===== config.mk =====
export PLATFORM = sky130hd
export DESIGN_NAME = ctrl_cas_sched
export DESIGN_NICKNAME = d
export VERILOG_FILES = /design/src/rtl/ctrl_cas_sched.sv
export SDC_FILE = /design/constraint.sdc
export NUM_CORES = 1
export LEC_CHECK = 0
export BUFFER_PORTS_ARGS = -buffer_cell sky130_fd_sc_hd__buf_2
export CORE_UTILIZATION = 40
export CTS_BUF_LIST = sky130_fd_sc_hd__clkbuf_4
export DETAILED_ROUTE_END_ITERATION = 10
export GPL_ROUTABILITY_DRIVEN = 1
export GPL_TIMING_DRIVEN = 0
export PLACE_DENSITY_LB_ADDON = 0.1
export SYNTH_ARGS = -nofsm -noshare
export SYNTH_HDL_FRONTEND = slang
export SYNTH_SLANG_ARGS = --single-unit

===== constraint.sdc =====
create_clock -name CK_t -period 6.3 [get_ports CK_t]
set_clock_uncertainty 0.05 [all_clocks]
set_input_delay 1.26 -clock CK_t [delete_from_list [all_inputs] [get_ports CK_t]]
set_output_delay 1.26 -clock CK_t [all_outputs]
set_load 0.02 [all_outputs]

===== src/rtl/ctrl_cas_sched.sv =====
// CAS scheduler: in-order queue of row-opened requests, each issued as a CAS once
// tRCD has elapsed and the CAS-to-CAS / turnaround spacing to the previous CAS is met.
module ctrl_cas_sched #(
    parameter int DEPTH  = 4,
    parameter int BG_W   = 2,
    parameter int TRCD   = 11,
    parameter int TCCD_S = 4,
    parameter int TCCD_L = 6,
    parameter int TWR2RD = 14,
    parameter int TRD2WR = 9
) (
    input  logic                       CK_t,
    input  logic                       reset_n,
    input  logic                       act_valid,
    input  logic [2:0]                 act_cmd,
    input  logic [BG_W-1:0]            act_bg,
    output logic                       act_ready,
    output logic                       cas_rdy,
    output logic [2:0]                 cas_req,
    output logic [BG_W-1:0]            cas_bg,
    output logic                       cas_idle,
    output logic [$clog2(DEPTH+1)-1:0] pend_cnt,
    output logic                       ovf_err
);
    localparam int CNT_W = $clog2(DEPTH+1);
    localparam int IDX_W = (DEPTH > 1) ? $clog2(DEPTH) : 1;
    localparam int SMAX0 = (TCCD_L > TWR2RD) ? TCCD_L : TWR2RD;
    localparam int SMAX  = (SMAX0 > TRD2WR) ? SMAX0 : TRD2WR;
    localparam int SP_W  = $clog2(SMAX+1);
    localparam int AGE_W = $clog2(TRCD+1);

    localparam logic [AGE_W-1:0] AGE_SAT = AGE_W'(TRCD);
    // Eligibility is decided one cycle ahead of the issue cycle, and the stored age
    // lags the push cycle by one, hence the -2.
    localparam logic [AGE_W-1:0] AGE_THR = AGE_W'((TRCD >= 2) ? TRCD - 2 : 0);
    localparam logic [SP_W-1:0]  SP_SAT  = SP_W'(SMAX);
    localparam logic [SP_W-1:0]  SP_L    = SP_W'(TCCD_L);
    localparam logic [SP_W-1:0]  SP_S    = SP_W'(TCCD_S);
    localparam logic [SP_W-1:0]  SP_W2R  = SP_W'(TWR2RD);
    localparam logic [SP_W-1:0]  SP_R2W  = SP_W'(TRD2WR);

    typedef enum logic [1:0] {CAS_IDLE, CAS_WAIT, CAS_CMD} state_t;

    state_t             r_state, w_state_nxt;
    logic [CNT_W-1:0]   r_cnt, w_cnt_nxt;
    logic [2:0]         r_q_cmd [DEPTH];
    logic [BG_W-1:0]    r_q_bg  [DEPTH];
    logic [AGE_W-1:0]   r_q_age [DEPTH];
    logic [2:0]         w_q_cmd [DEPTH];
    logic [BG_W-1:0]    w_q_bg  [DEPTH];
    logic [AGE_W-1:0]   w_q_age [DEPTH];

    logic [SP_W-1:0]    r_since, w_since_nxt;
    logic               r_hist, r_last_wr;
    logic [BG_W-1:0]    r_last_bg;
    logic               r_cas_rdy, r_ovf;
    logic [2:0]         r_cas_req;
    logic [BG_W-1:0]    r_cas_bg;

    logic               w_legal, w_full, w_push, w_bad, w_pop;
    logic [IDX_W-1:0]   w_wr_idx, w_cand_idx;
    logic               w_cand_vld, w_cand_wr, w_sp_ok, w_elig;
    logic [2:0]         w_cand_cmd;
    logic [BG_W-1:0]    w_cand_bg;
    logic               w_hist_nxt, w_last_wr_nxt;
    logic [BG_W-1:0]    w_last_bg_nxt;
    logic [SP_W-1:0]    w_sp_need;

    assign w_legal   = (act_cmd >= 3'd1) && (act_cmd <= 3'd4);
    assign w_full    = (r_cnt == CNT_W'(DEPTH));
    assign w_push    = act_valid && w_legal && !w_full;
    assign w_bad     = act_valid && !(w_legal && !w_full);
    assign w_pop     = (r_state == CAS_CMD);
    assign w_cnt_nxt = r_cnt + CNT_W'(w_push) - CNT_W'(w_pop);
    assign w_wr_idx  = IDX_W'(r_cnt - CNT_W'(w_pop));

    // Candidate is whichever entry will be head next cycle.
    assign w_cand_idx = IDX_W'(w_pop);
    assign w_cand_vld = (r_cnt > CNT_W'(w_pop));
    assign w_cand_cmd = r_q_cmd[w_cand_idx];
    assign w_cand_bg  = r_q_bg[w_cand_idx];
    assign w_cand_wr  = (w_cand_cmd >= 3'd3);

    assign w_hist_nxt    = r_hist | w_pop;
    assign w_last_wr_nxt = w_pop ? (r_q_cmd[0] >= 3'd3) : r_last_wr;
    assign w_last_bg_nxt = w_pop ? r_q_bg[0] : r_last_bg;
    assign w_since_nxt   = w_pop ? SP_W'(1) : ((r_since >= SP_SAT) ? r_since : r_since + SP_W'(1));
    assign w_sp_need     = (w_cand_bg == w_last_bg_nxt) ? SP_L : SP_S;

    assign w_sp_ok = !w_hist_nxt ||
                     ((w_since_nxt >= w_sp_need) &&
                      !(w_last_wr_nxt && !w_cand_wr && (w_since_nxt < SP_W2R)) &&
                      !(!w_last_wr_nxt && w_cand_wr && (w_since_nxt < SP_R2W)));
    assign w_elig  = w_cand_vld && (r_q_age[w_cand_idx] >= AGE_THR) && w_sp_ok;

    always_comb begin
        w_state_nxt = CAS_WAIT;
        if (w_cnt_nxt == '0) w_state_nxt = CAS_IDLE;
        else if (w_elig)     w_state_nxt = CAS_CMD;
    end

    always_comb begin
        for (int i = 0; i < DEPTH; i++) begin
            w_q_cmd[i] = r_q_cmd[i];
            w_q_bg[i]  = r_q_bg[i];
            w_q_age[i] = (r_q_age[i] >= AGE_SAT) ? r_q_age[i] : r_q_age[i] + AGE_W'(1);
        end
        if (w_pop) begin
            for (int i = 0; i < DEPTH-1; i++) begin
                w_q_cmd[i] = r_q_cmd[i+1];
                w_q_bg[i]  = r_q_bg[i+1];
                w_q_age[i] = (r_q_age[i+1] >= AGE_SAT) ? r_q_age[i+1] : r_q_age[i+1] + AGE_W'(1);
            end
        end
        if (w_push) begin
            w_q_cmd[w_wr_idx] = act_cmd;
            w_q_bg[w_wr_idx]  = act_bg;
            w_q_age[w_wr_idx] = '0;
        end
    end

    always_ff @(posedge CK_t) begin
        if (!reset_n) begin
            r_state   <= CAS_IDLE;
            r_cnt     <= '0;
            r_since   <= '0;
            r_hist    <= 1'b0;
            r_last_wr <= 1'b0;
            r_last_bg <= '0;
            r_cas_rdy <= 1'b0;
            r_cas_req <= '0;
            r_cas_bg  <= '0;
            r_ovf     <= 1'b0;
            for (int i = 0; i < DEPTH; i++) begin
                r_q_cmd[i] <= '0;
                r_q_bg[i]  <= '0;
                r_q_age[i] <= '0;
            end
        end else begin
            r_state   <= w_state_nxt;
            r_cnt     <= w_cnt_nxt;
            r_since   <= w_since_nxt;
            r_hist    <= w_hist_nxt;
            r_last_wr <= w_last_wr_nxt;
            r_last_bg <= w_last_bg_nxt;
            r_cas_rdy <= (w_state_nxt == CAS_CMD);
            if (w_state_nxt == CAS_CMD) begin
                r_cas_req <= w_cand_cmd;
                r_cas_bg  <= w_cand_bg;
            end
            if (w_bad) r_ovf <= 1'b1;
            for (int i = 0; i < DEPTH; i++) begin
                r_q_cmd[i] <= w_q_cmd[i];
                r_q_bg[i]  <= w_q_bg[i];
                r_q_age[i] <= w_q_age[i];
            end
        end
    end

    assign act_ready = !w_full;
    assign cas_rdy   = r_cas_rdy;
    assign cas_req   = r_cas_req;
    assign cas_bg    = r_cas_bg;
    assign cas_idle  = (r_state == CAS_IDLE) && (r_cnt == '0);
    assign pend_cnt  = r_cnt;
    assign ovf_err   = r_ovf;

endmodule


==> qor.yml <==
outcome:
  outcome: "finished, final reports clean"
logic_synthesis:
  ys_seq_area_share_pct: 40.3
  yosysTopAreaCell: "dfxtp_1"
  ys_types: 37
  synthArstFlopShare_pct: 0
  synth-edff-count: 0
  synthTopCellsByCount: "dfxtp_1, nand2_1, mux2i_1, nor2_1, o211a_1"
  syn_nets: 325
  synth_cells: 305
  synth_ff_type: "dfxtp_1"
  ys_ff_latch: 55
  synth_top_area_share_pct: 40.3
  yosysMostFrequentCell: "dfxtp_1"
  post_synth.cell_area_avg_sq_um: 8.96
  synthTopCellsByArea: "dfxtp_1, mux2i_1, nand2_1, o211a_1, ha_1"
  synth_warnings: 0
  netlist_area_sq_mm: 0.00273
die:
  start_util_pct: 42.3
  coreArea_sq_mm: 0.00646
  fp.dieArea_sq_mm: 0.00716
  rows: 29
  die_h_um: 84.6
  io_pins: 20
  dieWidth_um: 84.6
sta:
  period_share_pct: 57.9
  fin_crit_ps: 3650
  max_freq_mhz: 274
  setup_viol: 0
  slew_headroom_pct: 64.4
  slew_viol_final: 0
  rsz0062_at_grt: "false"
  tns_ps: 0
  whs_ps: 416
  tightest_slew_ps: 534
  layout_setup_ws_ps: 2650
  hold_viol: 0
final_layout:
  fillers: 659
  area_growth_pct: 8.75
  postLayoutCellArea_sq_mm: 0.00297
  nNetsFinal: 350
  drive_above_1_share_pct: 9.37
  fin_util_pct: 46.0
  instances_no_fill: 408
  antennaDiodeCount: 0
drt:
  antenna_left: 0
  vias: 2175
  drt-vias-per-instance: 5.33
  post_drt_wl_per_cell_um: 14.2
  wl_um: 5800
  dr.pass1.iters: 6
  drt_iter0_markers: 94
  drcViolationCount: 0
clocking:
  cts-root-buf: "clkbuf_4"
  clk_pin_slew_ps: 150
  cts_tree: "built"
  post-cts-setup-buffers: 0
  h-tree-depth: 2
  clk_path_buf_depth: 2
  clk_latency_ps: 370
  cts_sinks: 55
  cts_hold_buf: 0
  cts_resized: 0
  cts_buffers: 5
grt:
  grt_overflow_total: 0
  grt_pass1_vias: 2116
  antenna_found_initial: 0
  grtUsageTotal_pct: 17.8
  grt_pass1_wl_um: 10200
  grt_max_degree: 16
setup_path:
  critPathCaptureType: "register"
  critPathRequiredTime_ps: 6540
  r2r_slack_ps: 2730
  critPathKind: "in2reg"
  cp-start-kind: "primary input"
  crit_arrival_ps: 3890
  path_max_fanout: 6
power:
  p_int_uw: 461
  p_leak_nw: 1.38
  finalPower_uw: 644
  peakVddDrop_v: 0.0000903
  p_per_area_mw_per_mm2: 217
  switching_share_pct: 28.5
  power.share.clock_pct: 23.6
  p_seq_share_pct: 59.6
  p_comb_share_pct: 16.8
  switchingPower_uw: 184
placed_design:
  dp_hpwl_um: 4320
  place_area_sq_mm: 0.00292
  dp.cells: 400
  gp_congestion: 0.760
  pre_cts_ws_ps: 2260
  portBuffers: 18
run:
  drv_cap: 0
worst_hold_path:
  hp-class: "reg2reg"
==> final timing paths <==
check | start | endpoint | depth (start not counted)
hold / removal | cas_req[0]$_SDFFE_PN0N_ | cas_req[0]$_SDFFE_PN0N_ | 2
hold reg to reg | cas_req[0]$_SDFFE_PN0N_ | cas_req[0]$_SDFFE_PN0N_ | 2
setup / recovery | act_cmd[0] | r_state[1]$_SDFF_PN0_ | 15
setup reg to reg | r_state[0]$_SDFF_PN0_ | r_state[1]$_SDFF_PN0_ | 15
==> routing by layer <==
metal  part of all wire (%)  wire (um)  track usage [%]
met1                     50       2910             24.5
met2                     46       2650             28.2
met3                    3.4        200             4.13
met4                   0.79         46             4.31
met5                      0          0                0
==> power by group through the flow <==
stage          Clock, mW  Sequential, mW  Combinational [mW]
3_5_place_dp           0           0.392               0.108
5_1_grt            0.178           0.388               0.125
4_1_cts            0.158           0.384               0.109
2_1_floorplan          0           0.392              0.0786
6_report           0.152           0.384               0.108
3_3_place_gp           0           0.391               0.107
==> cell type report <==
cell class                      instances  area (sq um)  area share [%]
Sequential cell                        55          1100            37.1
Clock buffer                            6          45.0            1.52
Multi-Input combinational cell        223          1510            50.8
Clock inverter                          2          7.51           0.253
Buffer                                 16          75.1            2.53
Tap cell                               77          96.3            3.24
Inverter                               11          46.3            1.56
Timing Repair Buffer                   18          90.1            3.03
==> state kept, by name, summed over array words and instances (netlist names), 2 cells and up, named ones only <==
name	count
cas_req	3
r_q_cmd	9
r_state	2
pend_cnt	3
cas_bg	2
r_q_bg	6
r_q_age	16
r_last_bg	2
r_since	4
==> critical path, cell delays in order <==
cell,delay [ps]
buf_2,150
o21a_1,220
a211oi_1,230
and2_1,230
inv_1,90
ha_1,290
inv_1,60
ha_1,120
inv_1,40
fa_1,370
xnor2_1,210
nand3b_1,130
and3_1,200
buf_6,140
and2_1,150
==> logic make-up (layout without fill, tap and decap cells) <==
kind of cell | Yosys count | count (layout) | share of synthesized area [%]
compound gates | 60 | 60 | 16.9
xor+xnor | 13 | 13 | 4.17
fa+ha+maj | 12 | 12 | 5.77
buf+inv | 27 | 53 | 4.44
flops | 55 | 55 | 40.3
mux | 22 | 22 | 8.29
simple gates | 116 | 116 | 20.1
==> layout by cell type (no fill, tap or decap), drive strengths merged, types with 12 or more instances in the layout <==
cell | Yosys | layout
nand3 | 13 | 13
o211a | 15 | 15
a211oi | 12 | 12
nor2b | 13 | 13
nand2 | 50 | 50
clkbuf | 14 | 20
mux2i | 20 | 20
buf | 2 | 20
dfxtp | 55 | 55
nor2 | 15 | 15
(Power assumes the default switching activity.)
